`src/rtl/mem_access_unit.sv`:
```
// Memory-stage load/store engine: decodes the MEM instruction, runs a req/ack
// data-memory transaction, stalls the pipeline meanwhile and returns extended load data.
module mem_access_unit #(
  parameter int MAX_WAIT = 15
) (
  input  logic        clk,
  input  logic        rst_n,
  input  logic [31:0] IR_M,
  input  logic [31:0] ALU_M,
  input  logic [31:0] RT_M,
  output logic [31:0] DM,
  output logic        stall,
  output logic        addr_err,
  output logic        bus_err,
  output logic        mem_req,
  output logic        mem_we,
  output logic [3:0]  mem_be,
  output logic [31:0] mem_addr,
  output logic [31:0] mem_wdata,
  input  logic [31:0] mem_rdata,
  input  logic        mem_ack
);

  typedef enum logic [1:0] {IDLE, WAIT, DONE} state_t;

  state_t      state, state_next;
  logic [7:0]  count;
  logic [5:0]  op_reg;
  logic [1:0]  lane_reg;
  logic        is_load_reg;

  logic [5:0]  opcode;
  logic        is_load, is_store, misaligned, go, timeout;
  logic [3:0]  be_next;
  logic [31:0] wdata_next;
  logic [7:0]  byte_sel;
  logic [15:0] half_sel;
  logic [31:0] load_data;
  logic        unused_ir;

  assign opcode    = IR_M[31:26];
  assign unused_ir = ^IR_M[25:0];

  always_comb begin
    is_load    = 1'b0;
    is_store   = 1'b0;
    misaligned = 1'b0;
    be_next    = 4'b1111;
    wdata_next = RT_M;
    case (opcode)
      6'h20, 6'h24: is_load = 1'b1;
      6'h21, 6'h25: begin
        is_load    = 1'b1;
        misaligned = ALU_M[0];
      end
      6'h23: begin
        is_load    = 1'b1;
        misaligned = |ALU_M[1:0];
      end
      6'h28: begin
        is_store   = 1'b1;
        be_next    = 4'b0001 << ALU_M[1:0];
        wdata_next = {4{RT_M[7:0]}};
      end
      6'h29: begin
        is_store   = 1'b1;
        misaligned = ALU_M[0];
        be_next    = ALU_M[1] ? 4'b1100 : 4'b0011;
        wdata_next = {2{RT_M[15:0]}};
      end
      6'h2B: begin
        is_store   = 1'b1;
        misaligned = |ALU_M[1:0];
      end
      default: ;
    endcase
  end

  assign go       = (state == IDLE) && (is_load || is_store) && !misaligned;
  assign addr_err = (state == IDLE) && (is_load || is_store) && misaligned;
  assign stall    = go || (state == WAIT);
  assign timeout  = (count == 8'(MAX_WAIT - 1));

  // Lane selection uses the address captured at issue, not the live ALU_M.
  always_comb begin
    byte_sel = mem_rdata[7:0];
    case (lane_reg)
      2'd1:    byte_sel = mem_rdata[15:8];
      2'd2:    byte_sel = mem_rdata[23:16];
      2'd3:    byte_sel = mem_rdata[31:24];
      default: byte_sel = mem_rdata[7:0];
    endcase
    half_sel = lane_reg[1] ? mem_rdata[31:16] : mem_rdata[15:0];
    case (op_reg)
      6'h20:   load_data = {{24{byte_sel[7]}}, byte_sel};
      6'h24:   load_data = {24'd0, byte_sel};
      6'h21:   load_data = {{16{half_sel[15]}}, half_sel};
      6'h25:   load_data = {16'd0, half_sel};
      default: load_data = mem_rdata;
    endcase
  end

  always_comb begin
    state_next = state;
    case (state)
      IDLE:    if (go) state_next = WAIT;
      WAIT:    if (mem_ack || timeout) state_next = DONE;
      default: state_next = IDLE;
    endcase
  end

  always_ff @(posedge clk) begin
    if (!rst_n) begin
      state       <= IDLE;
      count       <= 8'd0;
      DM          <= 32'd0;
      bus_err     <= 1'b0;
      mem_req     <= 1'b0;
      mem_we      <= 1'b0;
      mem_be      <= 4'd0;
      mem_addr    <= 32'd0;
      mem_wdata   <= 32'd0;
      op_reg      <= 6'd0;
      lane_reg    <= 2'd0;
      is_load_reg <= 1'b0;
    end else begin
      state   <= state_next;
      bus_err <= 1'b0;
      case (state)
        IDLE: if (go) begin
          mem_req     <= 1'b1;
          mem_we      <= is_store;
          mem_be      <= be_next;
          mem_addr    <= {ALU_M[31:2], 2'b00};
          mem_wdata   <= wdata_next;
          count       <= 8'd0;
          op_reg      <= opcode;
          lane_reg    <= ALU_M[1:0];
          is_load_reg <= is_load;
        end
        WAIT: begin
          if (mem_ack) begin
            mem_req <= 1'b0;
            if (is_load_reg) DM <= load_data;
          end else if (timeout) begin
            mem_req <= 1'b0;
            bus_err <= 1'b1;
            if (is_load_reg) DM <= 32'd0;
          end else begin
            count <= count + 8'd1;
          end
        end
        default: ;
      endcase
    end
  end

endmodule
```
`config.mk`:
```
export PLATFORM = sky130hd
export DESIGN_NAME = mem_access_unit
export DESIGN_NICKNAME = d
export VERILOG_FILES = /design/src/rtl/mem_access_unit.sv
export SDC_FILE = /design/constraint.sdc
export NUM_CORES = 1
export LEC_CHECK = 0
export ABC_AREA = 1
export CAP_MARGIN = 20
export CORE_MARGIN = 2
export CORE_UTILIZATION = 30
export CTS_BUF_LIST = sky130_fd_sc_hd__clkbuf_8
export CTS_CLUSTER_SIZE = 20
export DETAILED_ROUTE_END_ITERATION = 10
export PLACE_DENSITY_LB_ADDON = 0.1
export SLEW_MARGIN = 20
export SYNTH_ARGS = -nofsm -noshare
export SYNTH_HDL_FRONTEND = slang
export SYNTH_SLANG_ARGS = --single-unit
```
`constraint.sdc`:
```
create_clock -name clk -period 2.1 [get_ports clk]
set_input_delay 0.42 -clock clk [delete_from_list [all_inputs] [get_ports clk]]
set_output_delay 0.42 -clock clk [all_outputs]
set_load 0.02 [all_outputs]
```
Word-level counts from Yosys, hierarchy flattened
Cells that the tools add are included.
Storage, ports and cells
  flip-flop bits (word level): 120
  ROM bits: 0
  output and inout bits: 105
  bits in latches: 0
  memory bits (writable): 0
  memories kept: 0
Operators by class
  order comparisons: 0
  mux-type cells: 25
  reduce and logical (&&, ||, !) cells: 21
  shifts and indexed selects: 1
  eq/ne operators: 22
  add/sub/neg operators: 1
  bitwise operators: 2
  div/mod/pow operators: 0
  multipliers: 0
Operators by type and width (count)
  32-bit 2-to-1 mux: 4
  32-bit one-hot mux with 4 select lines: 1
  6-bit equality test (second input constant): 12
  32-bit one-hot mux with 2 select lines: 1
  8-bit 2-to-1 mux: 3
  8-bit one-hot mux with 3 select lines: 1
  16-bit 2-to-1 mux: 1
  8-bit one-hot mux with 2 select lines: 1
  3-bit OR reduction: 3
  8-bit by 1-bit adder with 8-bit output (second input constant): 1
  8-bit by 4-bit equality test with 1-bit output (second input constant): 1
  4-bit one-hot mux with 2 select lines: 1
  1-bit 2-to-1 mux: 6
  2-bit inequality test (second input constant): 3
  3-bit AND reduction: 2
  5-bit OR reduction: 1
  2-bit by 1-bit equality test with 1-bit output (second input constant): 2
  2-bit equality test (second input constant): 2
  2-bit 2-to-1 mux: 2
  4-bit 2-to-1 mux: 1
  1-bit one-hot mux with 2 select lines: 2
  2-bit one-hot mux with 2 select lines: 1
  2-bit AND reduction: 2
  4-bit AND reduction: 1
  other kinds (10): 17

Logic depth before layout (Yosys ltp)
Gate-level depths: netlist of run 1.
  word-level depth: 8
  gate-level depth with buffers: 11
  gate-level depth less buffers: 10

Worst setup path before layout of run 1
No wires, ideal clock.
  path type: input -> output
  start point: in IR_M[30]
  end point: out stall
  buffers on the path: 2
  data arrival time: 1.481 ns
  path slack: 0.199 ns
  stages: 9
  cell sequence: inv_1 nand2_1 nor2_1 nand2_1 a21oi_2 nand2_4 buf_6 buf_4 nand2_1
Between the ends
  word-level cells in the longest chain between the ends: 7
  elaborated cells between the ends (all ways): 20
  classes of those cells: eq/ne: 8; mux: 3; reduce/logical: 9
RTL lines
  start: declaration: line 8  | input logic [31:0] IR_M,
  6-bit equality test: line 50  | case (opcode)
  5-bit OR reduction (no source line) / 3-bit OR reduction (equally long branches)
  1-bit 2-to-1 mux: line 50
  1-bit logical OR: line 79  | assign go = (state == IDLE) && (is_load || is_store) && !misaligned;
  1-bit logical AND: line 79
  1-bit logical AND *: line 79
  1-bit logical OR *: line 81  | assign stall = go || (state == WAIT);
  end: declaration: line 12  | output logic stall,
Mark *: on every way between the ends. The rest lies on a longest branch, timed or not.

Final worst setup path of run 1
  start point: reg state[0]
  end point: out addr_err
Between the ends
  word-level cells in the longest chain between the ends: 3
RTL lines
  start: declaration: line 26  | state_t state, state_next;
  start signal: assignment: line 127  | state <= state_next;
  2-bit zero test: line 80  | assign addr_err = (state == IDLE) && (is_load || is_store) && misaligned;
  1-bit logical AND (2 in series): line 80
  end: declaration: line 13  | output logic addr_err,
Every way passes these cells.

==> summary.md, run 1 <==
| Metric | Value |
|---|---|
| Outcome | `finished, final reports clean` |
| Fraction of layout cells with a size suffix above 1 | `0.09241` |
| Number of violations of the max-capacitance limit | `0` |
| Power density over the cells | `619.0 nW/um^2` |
| Final instance count without filler cells | `1353` |
| Final worst path period share | `0.9468` |
| Detail-routed net length per standard cell | `14.23 um` |
| CP Launch Type | `flop` |
| Slowest-stage cell, CP | `or2_2` |
| Number of port buffers | `between 200 and 250` |
| Post-Synthesis Mean Instance Area | `between 6 and 7 um^2` |
| Worst setup timing slack at the placement stage | `-0.6278 ns` |
| Leading registers by flop count | `DM: 32 flops, mem_wdata: 32 flops, mem_addr: 30 flops` |
| Relative slew slack | `0.6349` |
| Share of the core filled with cells | `0.4612` |
| Sequence of cells on the critical path | `or2_2, a21oi_4, and3_4, buf_6` |
| Number of nets in the finished design | `1214` |
| Post-synthesis cell count | `860` |
| Endpoint arrival time on the critical path | `1.57 ns` |
| Number of global-route vias before repair | `just under 6000` |
| Global-route wire length before repair | `30.29 mm` |
| # IOs | `236` |
| Number of diodes added for antenna fixing | `0` |
| Global routing met3 resource utilization | `0.06841` |
| Post-route setup TNS | `0 ns` |
| Wirelength, routed | `19.25 mm` |
| Final-report max-slew violation count | `0` |
| Initial antenna violation count | `0` |
| Library cell used as clock root buffer | `clkbuf_8` |
| Met1 Use GR | `0.2525` |
| Post-route clock skew | `~0.010 ns` |
| Critical path capture point type | `output port` |
| Crit path max-delay family | `simple AND/OR/NAND/NOR gates` |
| Area delta synth->final | `50.14%` |
| Setup repair bufs after CTS | `0` |
| Insertion delay of the later-clocked pin in the worst-skew pair | `roughly 0.44 ns` |
| Slew at the pin with the worst max-slew slack | `0.5434 ns` |
| Combined area of the multi-input logic cells | `a little under 3000 um^2` |
| Crit path buffers/inverters | `1` |
| VDD IR-drop max | `0.3822 mV` |
| Total number of yosys warnings | `0` |
| Post-route ant nets | `0` |
| Number of filler cells placed in the layout | `2049` |
| Leakage | `3.409 nW` |
| Number of buffers inserted during clock tree synthesis | `17` |
| Pin count of the biggest net entering global routing | `between 40 and 50` |
| Detailed-route DRC error count | `0` |
| Clock-pin slew reported for the worst setup and hold paths after clock tree synthesis | `0.07 ns` |
| Tightest hold margin | `roughly 0.46 ns` |
| Final WS setup | `between 0.1 and 0.15 ns` |
| Delay of the slowest critical-path stage | `0.34 ns` |
| Post-Place Cells | `1322` |
| Via count normalized by instance count | `4.562` |
| Horizontal die dimension | `142.9 um` |
| Start-to-end type of the worst setup path | `reg2out` |
| CTS tree | `done` |
| Final global-route overflow total | `0` |
| Maximum buffer depth of the clock tree | `2` |
| Overall track demand over capacity in global routing | `0.1890` |
| Detailed Routing Iterations Pass 1 | `5` |
| Post-synthesis register bit count | `120` |
| Area occupied by registers | `2402 um^2` |
| Critical Path RT | `1.68 ns` |
| Layer with the highest usage | `met2` |
| Routability-driven placement congestion ratio | `0.8309` |
| Clock Sinks | `120` |
| H-Tree Depth | `4` |
| Number of DRC markers in iteration 0 | `between 300 and 400` |
| Maximum fanout count along the critical path | `2` |
| Cell Rows | `50` |
| Vertical die dimension | `142.9 um` |
| Unique masters post-synth | `35` |
| Maximum clock rate | `503.0 MHz` |
| Floorplan die area | `20410 um^2` |
| Hold buffer count at cts | `0` |
| Core area | `18830 um^2` |
| Clock period minus final worst setup slack | `between 1.5 and 2 ns` |
| Via total after detailed routing | `6173` |
| Total setup violations reported at the end of the flow | `0` |
| Sequential-to-total area share from yosys stat | `0.4153` |
| Global routing met2 resource utilization | `0.2885` |
| HP Class | `reg2reg` |
| Endpoints failing hold | `0` |
| Half-perimeter wire length after detailed placement | `13.83 mm` |
| Initial cell density of the core | `0.3072` |
| Synthesized cell area | `5784 um^2` |
-- synthesized netlist by cell type --
| cell | count | area, um^2 |
|---|---|---|
| o21ai_1 | 2 | 10.01 |
| conb_1 | 1 | 3.750 |
| nand4_1 | 6 | 37.54 |
| or2_2 | 3 | 18.77 |
| nand3_1 | 77 | 385.4 |
| buf_1 | 1 | 3.750 |
| nand2_2 | 1 | 6.260 |
| nor2_1 | 86 | 322.8 |
| nor2_2 | 3 | 18.77 |
| inv_2 | 4 | 15.01 |
| nor2_4 | 6 | 67.56 |
| or2_1 | 1 | 6.260 |
| clkinv_1 | 1 | 3.750 |
| nor2_8 | 1 | 20.02 |
| dfxtp_1 | 120 | 2402 |
| a21oi_2 | 1 | 8.760 |
| a21oi_1 | 101 | 505.5 |
| buf_6 | 4 | 45.04 |
| ha_1 | 2 | 25.02 |
| nand4_4 | 1 | 21.27 |
| nand2_1 | 254 | 953.4 |
| buf_2 | 15 | 75.07 |
| o211ai_1 | 8 | 60.06 |
| xor2_1 | 2 | 17.52 |
| inv_1 | 58 | 217.7 |
| inv_4 | 1 | 6.260 |
| nand2_4 | 1 | 11.26 |
| buf_4 | 6 | 45.04 |
| nor4_1 | 1 | 6.260 |
| clkbuf_1 | 22 | 82.58 |
| nor3_1 | 10 | 50.05 |
| nand3_2 | 1 | 10.01 |
| and3_1 | 1 | 6.260 |
| o21ai_0 | 56 | 280.3 |
| nand3_4 | 2 | 35.03 |
-- area by class of cell --
class	instances	share of cell area
timing repair buffer	249	0.2801
clock inverter	12	0.01282
clock buffer	19	0.03011
sequential	120	0.2766
tap	260	0.03746
multi-input combinational	629	0.3350
inverter	64	0.02795
-- kinds of logic (layout without fill, tap and decap cells) --
group	count (synthesis)	after routing	synth area share
buffers and inverters	112	344	0.08544
other	1	2	0.0006483
DFF	120	120	0.4153
and+or+nand+nor	455	455	0.3418
xor gates and xnor gates	2	2	0.003029
adders and majority gates	2	2	0.004326
AOI/OAI and AO/OA	168	168	0.1495
-- what timing repair did --
item	CTS	global route
gates resized for setup	22	1
pin swaps	4	0
hold endpoints to repair	0	0
setup endpoints to repair	12	2
-- per-layer routing --
layer / share of wire / vias up / wire length (um)
met4: 0.012 / 0 / 229
met2: 0.44 / 199 / 8406
met3: 0.086 / 16 / 1664
li1: - / 3222 / -
met1: 0.46 / 2736 / 8953
met5: 0 / - / 0
-- per-stage QoR --
step                cell area [um^2]  power (W)
floorplan                       5788   0.002915
global placement                8299   0.003425
detailed placement              8299   0.003425
CTS                             8677   0.005450
global route                    8685   0.005646
finish                          8685   0.005375
-- worst paths after layout --
| check | slack (ns) | depth (start not counted) | endpoint | from |
|---|---|---|---|---|
| min reg2reg | 0.46 | 2 | mem_wdata[31] | mem_wdata[31] |
| max reg2reg | 0.28 | 8 | mem_be[1] | state[0] |
| max | 0.11 | 4 | addr_err | state[0] |
| min | 0.46 | 2 | mem_wdata[31] | mem_wdata[31] |
-- where the power goes --
part | total [W] | internal [W] | switching (W) | leakage (nW)
combinational | 0.000963 | 0.000452 | 0.000511 | 2.23
sequential | 0.00241 | 0.00236 | 0.0000474 | 0.974
clock | 0.00201 | 0.00108 | 0.000922 | 0.201
-- worst reg2reg max path, stage by stage, from the launching register on --
cell	delay (ns)
dfxtp_1	0.31
or2_2	0.34
a21oi_4	0.17
nand2_4	0.07
buf_4	0.23
buf_4	0.27
nor2_4	0.24
nand2_1	0.08
nand2_1	0.06
-- placed cells by master (no fill, tap or decap), types with 2 or more instances in the layout --
cell type / n
nand2_1: 254
clkdlybuf4s50_1: 199
dfxtp_1: 120
a21oi_1: 101
nor2_1: 84
nand3_1: 77
inv_1: 60
o21ai_0: 56
buf_4: 38
clkbuf_8: 19
nor3_1: 10
o211ai_1: 8
nor2_4: 6
nand4_1: 6
dlygate4sd2_1: 6
inv_2: 5
nor2_2: 5
clkinv_2: 5
buf_12: 4
or2_2: 3
nand3_4: 2
xor2_1: 2
o21ai_1: 2
ha_1: 2
conb_1: 2
bufinv_16: 2
clkinvlp_4: 2
buf_6: 2
(Power assumes the default switching activity.)
==> inputs of run 2 (changes only) <==
--- a/config.mk
+++ b/config.mk
@@ -9,7 +9,7 @@
 export CAP_MARGIN = 20
 export CORE_MARGIN = 2
 export CORE_UTILIZATION = 30
-export CTS_BUF_LIST = sky130_fd_sc_hd__clkbuf_8
+export CTS_BUF_LIST = sky130_fd_sc_hd__clkbuf_16
 export CTS_CLUSTER_SIZE = 20
 export DETAILED_ROUTE_END_ITERATION = 10
 export PLACE_DENSITY_LB_ADDON = 0.1
==> summary.md, run 2 (same netlist as run 1, synthesis figures left out) <==
| Metric | Value |
|---|---|
| Outcome | `finished, final reports clean` |
| Via count normalized by instance count | `4.553 (-0.21%)` |
| Number of diodes added for antenna fixing | `0 (unchanged)` |
| Number of buffers inserted during clock tree synthesis | `17 (unchanged)` |
| Switching Fraction | `0.2596 (-0.01585)` |
| Critical path capture point type | `output port` |
| Maximum clock rate | `503.1 MHz (about the same)` |
| Setup repair bufs after CTS | `0 (unchanged)` |
| Number of nets in the finished design | `1214 (unchanged)` |
| Power density over the cells | `688.4 nW/um^2 (+11%)` |
| Combined area of the multi-input logic cells | `2909 um^2 (unchanged)` |
| Highest-count cells in the layout ignoring fill and taps | `254 x nand2_1, 199 x clkdlybuf4s50_1, 120 x dfxtp_1, 101 x a21oi_1, 84 x nor2_1` |
| Post-Place Cells | `1322 (unchanged)` |
| Initial antenna violation count | `0 (unchanged)` |
| Slew at the pin with the worst max-slew slack | `0.5467 ns (+0.003258 ns)` |
| Floorplan die area | `20410 um^2 (unchanged)` |
| Cell Rows | `50 (unchanged)` |
| Insertion delay of the later-clocked pin in the worst-skew pair | `0.42 ns (-0.02 ns)` |
| Fraction of power consumed by sequential logic | `0.395 (-0.053)` |
| Leading cell type in the layout, fill and taps excluded | `nand2_1` |
| Overall track demand over capacity in global routing | `0.1892 (+0.0002129)` |
| Final instance count without filler cells | `1353 (unchanged)` |
| Total cell area at the placement stage | `8299 um^2 (unchanged)` |
| Number of filler cells placed in the layout | `2029 (-0.98%)` |
| Sequence of cells on the critical path | `dlygate4sd2_1, inv_1, o211ai_1, a21oi_4, and3_4, buf_6` |
| Detailed Routing Iterations Pass 1 | `4 (-1)` |
| Design internal power | `0.004514 W (+16%)` |
| Relative slew slack | `0.6328 (-0.002189)` |
| Area delta synth->final | `53.10%` |
| Global-route wire length before repair | `30.36 mm (+0.23%)` |
| # IOs | `236 (unchanged)` |
| Critical Path RT | `1.68 ns (about the same)` |
| Final-report max-slew violation count | `0 (unchanged)` |
| VDD IR-drop max | `0.5816 mV (+52%)` |
| Power dissipated by switching net loads | `0.001583 W (+6.9%)` |
| Detail-routed net length per standard cell | `14.29 um (+0.39%)` |
| Total setup violations reported at the end of the flow | `0 (unchanged)` |
| Hold buffer count at cts | `0 (unchanged)` |
| HP Class | `reg2reg` |
| Wirelength, routed | `19.33 mm (+0.39%)` |
| Maximum buffer depth of the clock tree | `2 (unchanged)` |
| Library cell used as clock root buffer | `clkbuf_16` |
| CTS tree | `done` |
| Routability-driven placement congestion ratio | `0.8309 (unchanged)` |
| Vertical die dimension | `142.9 um (unchanged)` |
| Endpoints failing hold | `0 (unchanged)` |
| Endpoint arrival time on the critical path | `1.57 ns (about the same)` |
| Via total after detailed routing | `6160 (-0.21%)` |
| Number of global-route vias before repair | `5830 (+0.017%)` |
| Post-route ant nets | `0 (unchanged)` |
| Detailed-route DRC error count | `0 (unchanged)` |
| Number of violations of the max-capacitance limit | `0 (unchanged)` |
| Delay of the slowest critical-path stage | `0.32 ns (-0.02 ns)` |
| Leakage | `3.485 nW (+2.2%)` |
| Slowest-stage cell, CP | `o211ai_1` |
| Half-perimeter wire length after detailed placement | `13.83 mm (unchanged)` |
| H-Tree Depth | `4 (unchanged)` |
| CP Launch Type | `input port` |
| Maximum fanout count along the critical path | `4 (+2)` |
| Clock Sinks | `120 (unchanged)` |
| Number of DRC markers in iteration 0 | `334 (+0.60%)` |
| Relative contribution of the clock network to total power | `0.447 (+0.074)` |
| Crit path buffers/inverters | `3 (+2)` |
| Crit path max-delay family | `buffers and inverters` |
| Reg2Reg Setup Slack | `0.30 ns (+0.02 ns)` |
| Final global-route overflow total | `0 (unchanged)` |
| Part of the power in combinational logic | `0.158 (-0.021)` |
| Final worst path period share | `0.9465 (about the same)` |
| Final cell area excluding filler cells | `8856 um^2 (+2.0%)` |
| Pin count of the biggest net entering global routing | `41 (unchanged)` |
| Initial cell density of the core | `0.3072 (unchanged)` |
| Clock-pin slew reported for the worst setup and hold paths after clock tree synthesis | `0.06 ns (about the same)` |
| Area occupied by registers | `2402 um^2 (unchanged)` |
| Leading registers by flop count | `DM: 32 flops, mem_wdata: 32 flops, mem_addr: 30 flops` |
| Core area | `18830 um^2 (unchanged)` |
| Start-to-end type of the worst setup path | `in2out` |
| Clock period minus final worst setup slack | `1.988 ns (-0.0006240 ns)` |
| Fraction of layout cells with a size suffix above 1 | `0.09058 (-0.001830)` |
| Post-route clock skew | `0.01355 ns (+0.003059 ns)` |
| Horizontal die dimension | `142.9 um (unchanged)` |
| Post-route setup TNS | `0 ns (unchanged)` |
| Number of port buffers | `207 (unchanged)` |
==> run 2: changes by cell type in the layout (fill, tap and decap cells not counted), sizes merged <==
cell / before / now
clkbuf: 19 / 17
clkinv: 6 / 8
==> run 2: what timing repair did <==
| action | in CTS | in global routing |
|---|---|---|
| pin swaps | 4 | 0 |
| setup endpoints to repair | 20 | 1 |
| resized for setup | 22 | 1 |
==> run 2: final timing paths <==
kind | startpoint | cells after the start | endpoint
hold reg to reg | DM[23] | 2 | DM[23]
hold / removal | DM[23] | 2 | DM[23]
setup reg to reg | state[0] | 8 | mem_wdata[7]
setup / recovery | IR_M[27] | 6 | addr_err
==> run 2: layer usage <==
metal  vias to the layer above  wire, um  GRT usage
met3                        20      1584    0.06036
met5                         -         0          0
met2                       209      8478     0.2900
li1                       3226         -          -
met4                         0       232    0.06201
met1                      2705      9034     0.2525
==> run 2: per-stage QoR <==
stage	util	hold WS [ns]	worst slack (ns)	total power [W]
floorplan	-	0.4550	0.1986	0.002915
global placement	0.4407	0.4524	-0.6554	0.003425
detailed placement	0.4407	0.4556	-0.6278	0.003425
CTS	0.4699	0.4643	0.08368	0.006177
global route	0.4703	0.4765	-0.02087	0.006357
finish	0.4703	0.4619	0.1124	0.006097
==> run 2: worst register-to-register path: cells and delay by family, from the launching register on <==
family	cells	cell delay, ns
and+or+nand+nor	5	0.79
buffers and inverters	2	0.50
AOI/OAI and AO/OA	1	0.16
DFF	1	0.30
==> run 2: power by group through the flow <==
stage,sequential (W),clock [W],combinational (W)
2_1_floorplan,0.00253,0,0.000382
3_3_place_gp,0.00246,0,0.000970
3_5_place_dp,0.00246,0,0.000968
4_1_cts,0.00241,0.00280,0.000970
5_1_grt,0.00242,0.00288,0.00106
6_report,0.00241,0.00272,0.000963
==> run 2: cell type report <==
| cell class | count | area share |
|---|---|---|
| sequential | 120 | 0.2713 |
| clock inverter | 14 | 0.01342 |
| timing repair buffer | 249 | 0.2747 |
| inverter | 64 | 0.02741 |
| clock buffer | 17 | 0.04804 |
| multi-input combinational | 629 | 0.3285 |
| tap | 260 | 0.03673 |
==> inputs of run 3 (changes only) <==
--- a/config.mk
+++ b/config.mk
@@ -13,6 +13,7 @@
 export CTS_CLUSTER_SIZE = 20
 export DETAILED_ROUTE_END_ITERATION = 10
 export PLACE_DENSITY_LB_ADDON = 0.1
+export SKIP_CTS_REPAIR_TIMING = 1
 export SLEW_MARGIN = 20
 export SYNTH_ARGS = -nofsm -noshare
 export SYNTH_HDL_FRONTEND = slang
==> summary.md, run 3 (same netlist as run 1, synthesis figures left out) <==
| Metric | Value |
|---|---|
| Outcome | `finished, final reports clean` |
| Initial antenna violation count | `0 (unchanged)` |
| Detail-routed net length per standard cell | `14.27 um (-0.14%)` |
| Detailed-route DRC error count | `0 (unchanged)` |
| Slew at the pin with the worst max-slew slack | `0.5544 ns (+0.007755 ns)` |
| Maximum buffer depth of the clock tree | `2 (unchanged)` |
| Half-perimeter wire length after detailed placement | `13.83 mm (unchanged)` |
| Endpoint arrival time on the critical path | `1.57 ns (about the same)` |
| Crit path max-delay family | `simple AND/OR/NAND/NOR gates` |
| CTS tree | `done` |
| Start-to-end type of the worst setup path | `reg2out` |
| Endpoints failing hold | `0 (unchanged)` |
| Cell Rows | `50 (unchanged)` |
| Final-report max-slew violation count | `0 (unchanged)` |
| Switching Fraction | `0.2594 (about the same)` |
| Post-route ant nets | `0 (unchanged)` |
| Highest-count cells in the layout ignoring fill and taps | `254 x nand2_1, 199 x clkdlybuf4s50_1, 120 x dfxtp_1, 101 x a21oi_1, 85 x nor2_1` |
| Post-layout power | `0.006098 W (about the same)` |
| Floorplan die area | `20410 um^2 (unchanged)` |
| Clock period minus final worst setup slack | `1.993 ns (+0.005460 ns)` |
| Insertion delay of the later-clocked pin in the worst-skew pair | `0.42 ns (about the same)` |
| Sequence of cells on the critical path | `or2_2, a21oi_2, and3_4, buf_6` |
| Detailed Routing Iterations Pass 1 | `7 (+3)` |
| Fraction of layout cells with a size suffix above 1 | `0.08966 (-0.0009149)` |
| Routability-driven placement congestion ratio | `0.8309 (unchanged)` |
| Number of port buffers | `207 (unchanged)` |
| Number of violations of the max-capacitance limit | `0 (unchanged)` |
| Number of stages on the worst setup path | `4 (-2)` |
| Critical path capture point type | `output port` |
| Area delta synth->final | `53.34%` |
| Final worst path period share | `0.9491 (+0.002600)` |
| Horizontal die dimension | `142.9 um (unchanged)` |
| Crit path buffers/inverters | `1 (-2)` |
| Library cell used as clock root buffer | `clkbuf_16` |
| Power density over the cells | `687.5 nW/um^2 (-0.14%)` |
| Number of global-route vias before repair | `5829 (-0.017%)` |
| Leading cell type in the layout, fill and taps excluded | `nand2_1` |
| VDD IR-drop max | `0.5812 mV (about the same)` |
| Final global-route overflow total | `0 (unchanged)` |
| Slowest-stage cell, CP | `or2_2` |
| Total setup violations reported at the end of the flow | `0 (unchanged)` |
| Maximum fanout count along the critical path | `2 (-2)` |
| Wirelength, routed | `19.30 mm (-0.14%)` |
| Leading registers by flop count | `DM: 32 flops, mem_wdata: 32 flops, mem_addr: 30 flops` |
| # IOs | `236 (unchanged)` |
| Fraction of power consumed by sequential logic | `0.395 (about the same)` |
| Number of buffers inserted during clock tree synthesis | `17 (unchanged)` |
| Number of diodes added for antenna fixing | `0 (unchanged)` |
| Critical Path RT | `1.68 ns (about the same)` |
| Unrepaired setup endpoints after global routing | `false` |
| Pin count of the biggest net entering global routing | `41 (unchanged)` |
| Vertical die dimension | `142.9 um (unchanged)` |
| Via total after detailed routing | `6160 (unchanged)` |
| Clock-pin slew reported for the worst setup and hold paths after clock tree synthesis | `0.06 ns (about the same)` |
| CP Launch Type | `flop` |
| Relative slew slack | `0.6275 (-0.005210)` |
| Via count normalized by instance count | `4.553 (unchanged)` |
| Power dissipated by switching net loads | `0.001582 W (about the same)` |
| Cells on Worst Hold Path | `2 (unchanged)` |
| HP Class | `reg2reg` |
| Delay of the slowest critical-path stage | `0.33 ns (about the same)` |
| Part of the power in combinational logic | `0.158 (about the same)` |
| Initial cell density of the core | `0.3072 (unchanged)` |
| Leakage | `3.533 nW (+1.4%)` |
| H-Tree Depth | `4 (unchanged)` |
| Relative contribution of the clock network to total power | `0.447 (about the same)` |
| Final WS setup | `0.1070 ns (-0.005460 ns)` |
| Overall track demand over capacity in global routing | `0.1888 (-0.0004259)` |
| Global-route wire length before repair | `30.30 mm (-0.18%)` |
| Worst Reg2Reg Path Length in Cells | `8 (unchanged)` |
| Clock Sinks | `120 (unchanged)` |
| Number of DRC markers in iteration 0 | `328 (-1.8%)` |
| Maximum clock rate | `501.7 MHz (-0.27%)` |
| Number of nets in the finished design | `1214 (unchanged)` |
| Core area | `18830 um^2 (unchanged)` |
| Design internal power | `0.004516 W (about the same)` |
| Post-route clock skew | `0.009770 ns (-0.003775 ns)` |
| Worst setup timing slack at the placement stage | `-0.6278 ns (unchanged)` |
[run 3: per-stage QoR]
stage | instance area, um^2 | TNS, ns | utilization | std cells | hold WS [ns]
5_1_grt | 8870 | 0 | 0.4710 | 1353 | 0.4765
4_1_cts | 8843 | -1.805 | 0.4696 | 1353 | 0.4643
6_report | 8870 | 0 | 0.4710 | 1353 | 0.4628
3_3_place_gp | 8299 | -31.40 | 0.4407 | 1322 | 0.4524
3_5_place_dp | 8299 | -32.64 | 0.4407 | 1322 | 0.4556
2_1_floorplan | 5788 | 0 | - | 861 | 0.4550
[run 3: power groups by stage]
stage               logic, W  registers [W]  clock network [W]
global placement    0.000970        0.00246                  0
global route         0.00106        0.00242            0.00288
finish              0.000964        0.00241            0.00272
CTS                 0.000972        0.00241            0.00280
floorplan           0.000382        0.00253                  0
detailed placement  0.000968        0.00246                  0
[run 3: area by class of cell]
class                      instances  area (um^2)
inverter                          64        242.7
clock buffer                      17        425.4
fill                            2026         9961
multi-input combinational        629         2899
tap                              260        325.3
sequential                       120         2402
clock inverter                    14        118.9
timing repair buffer             249         2456
[run 3: worst paths after layout]
| path | slack [ns] | endpoint | start |
|---|---|---|---|
| worst min-delay path | 0.46 | DM[23] | DM[23] |
| worst max register to register | 0.31 | mem_wdata[7] | state[0] |
| worst min register to register | 0.46 | DM[23] | DM[23] |
| worst max-delay path | 0.11 | addr_err | state[0] |
[run 3: metal layers]
metal	wire [um]	GRT usage
met5	0	0
met3	1585	0.06036
met4	255	0.06201
met2	8391	0.2890
met1	9069	0.2521
[run 3: worst min-delay path: stages (launching register included)]
cell	delay [ns]
dfxtp_1	0.31
nand2_1	0.06
a21oi_1	0.05
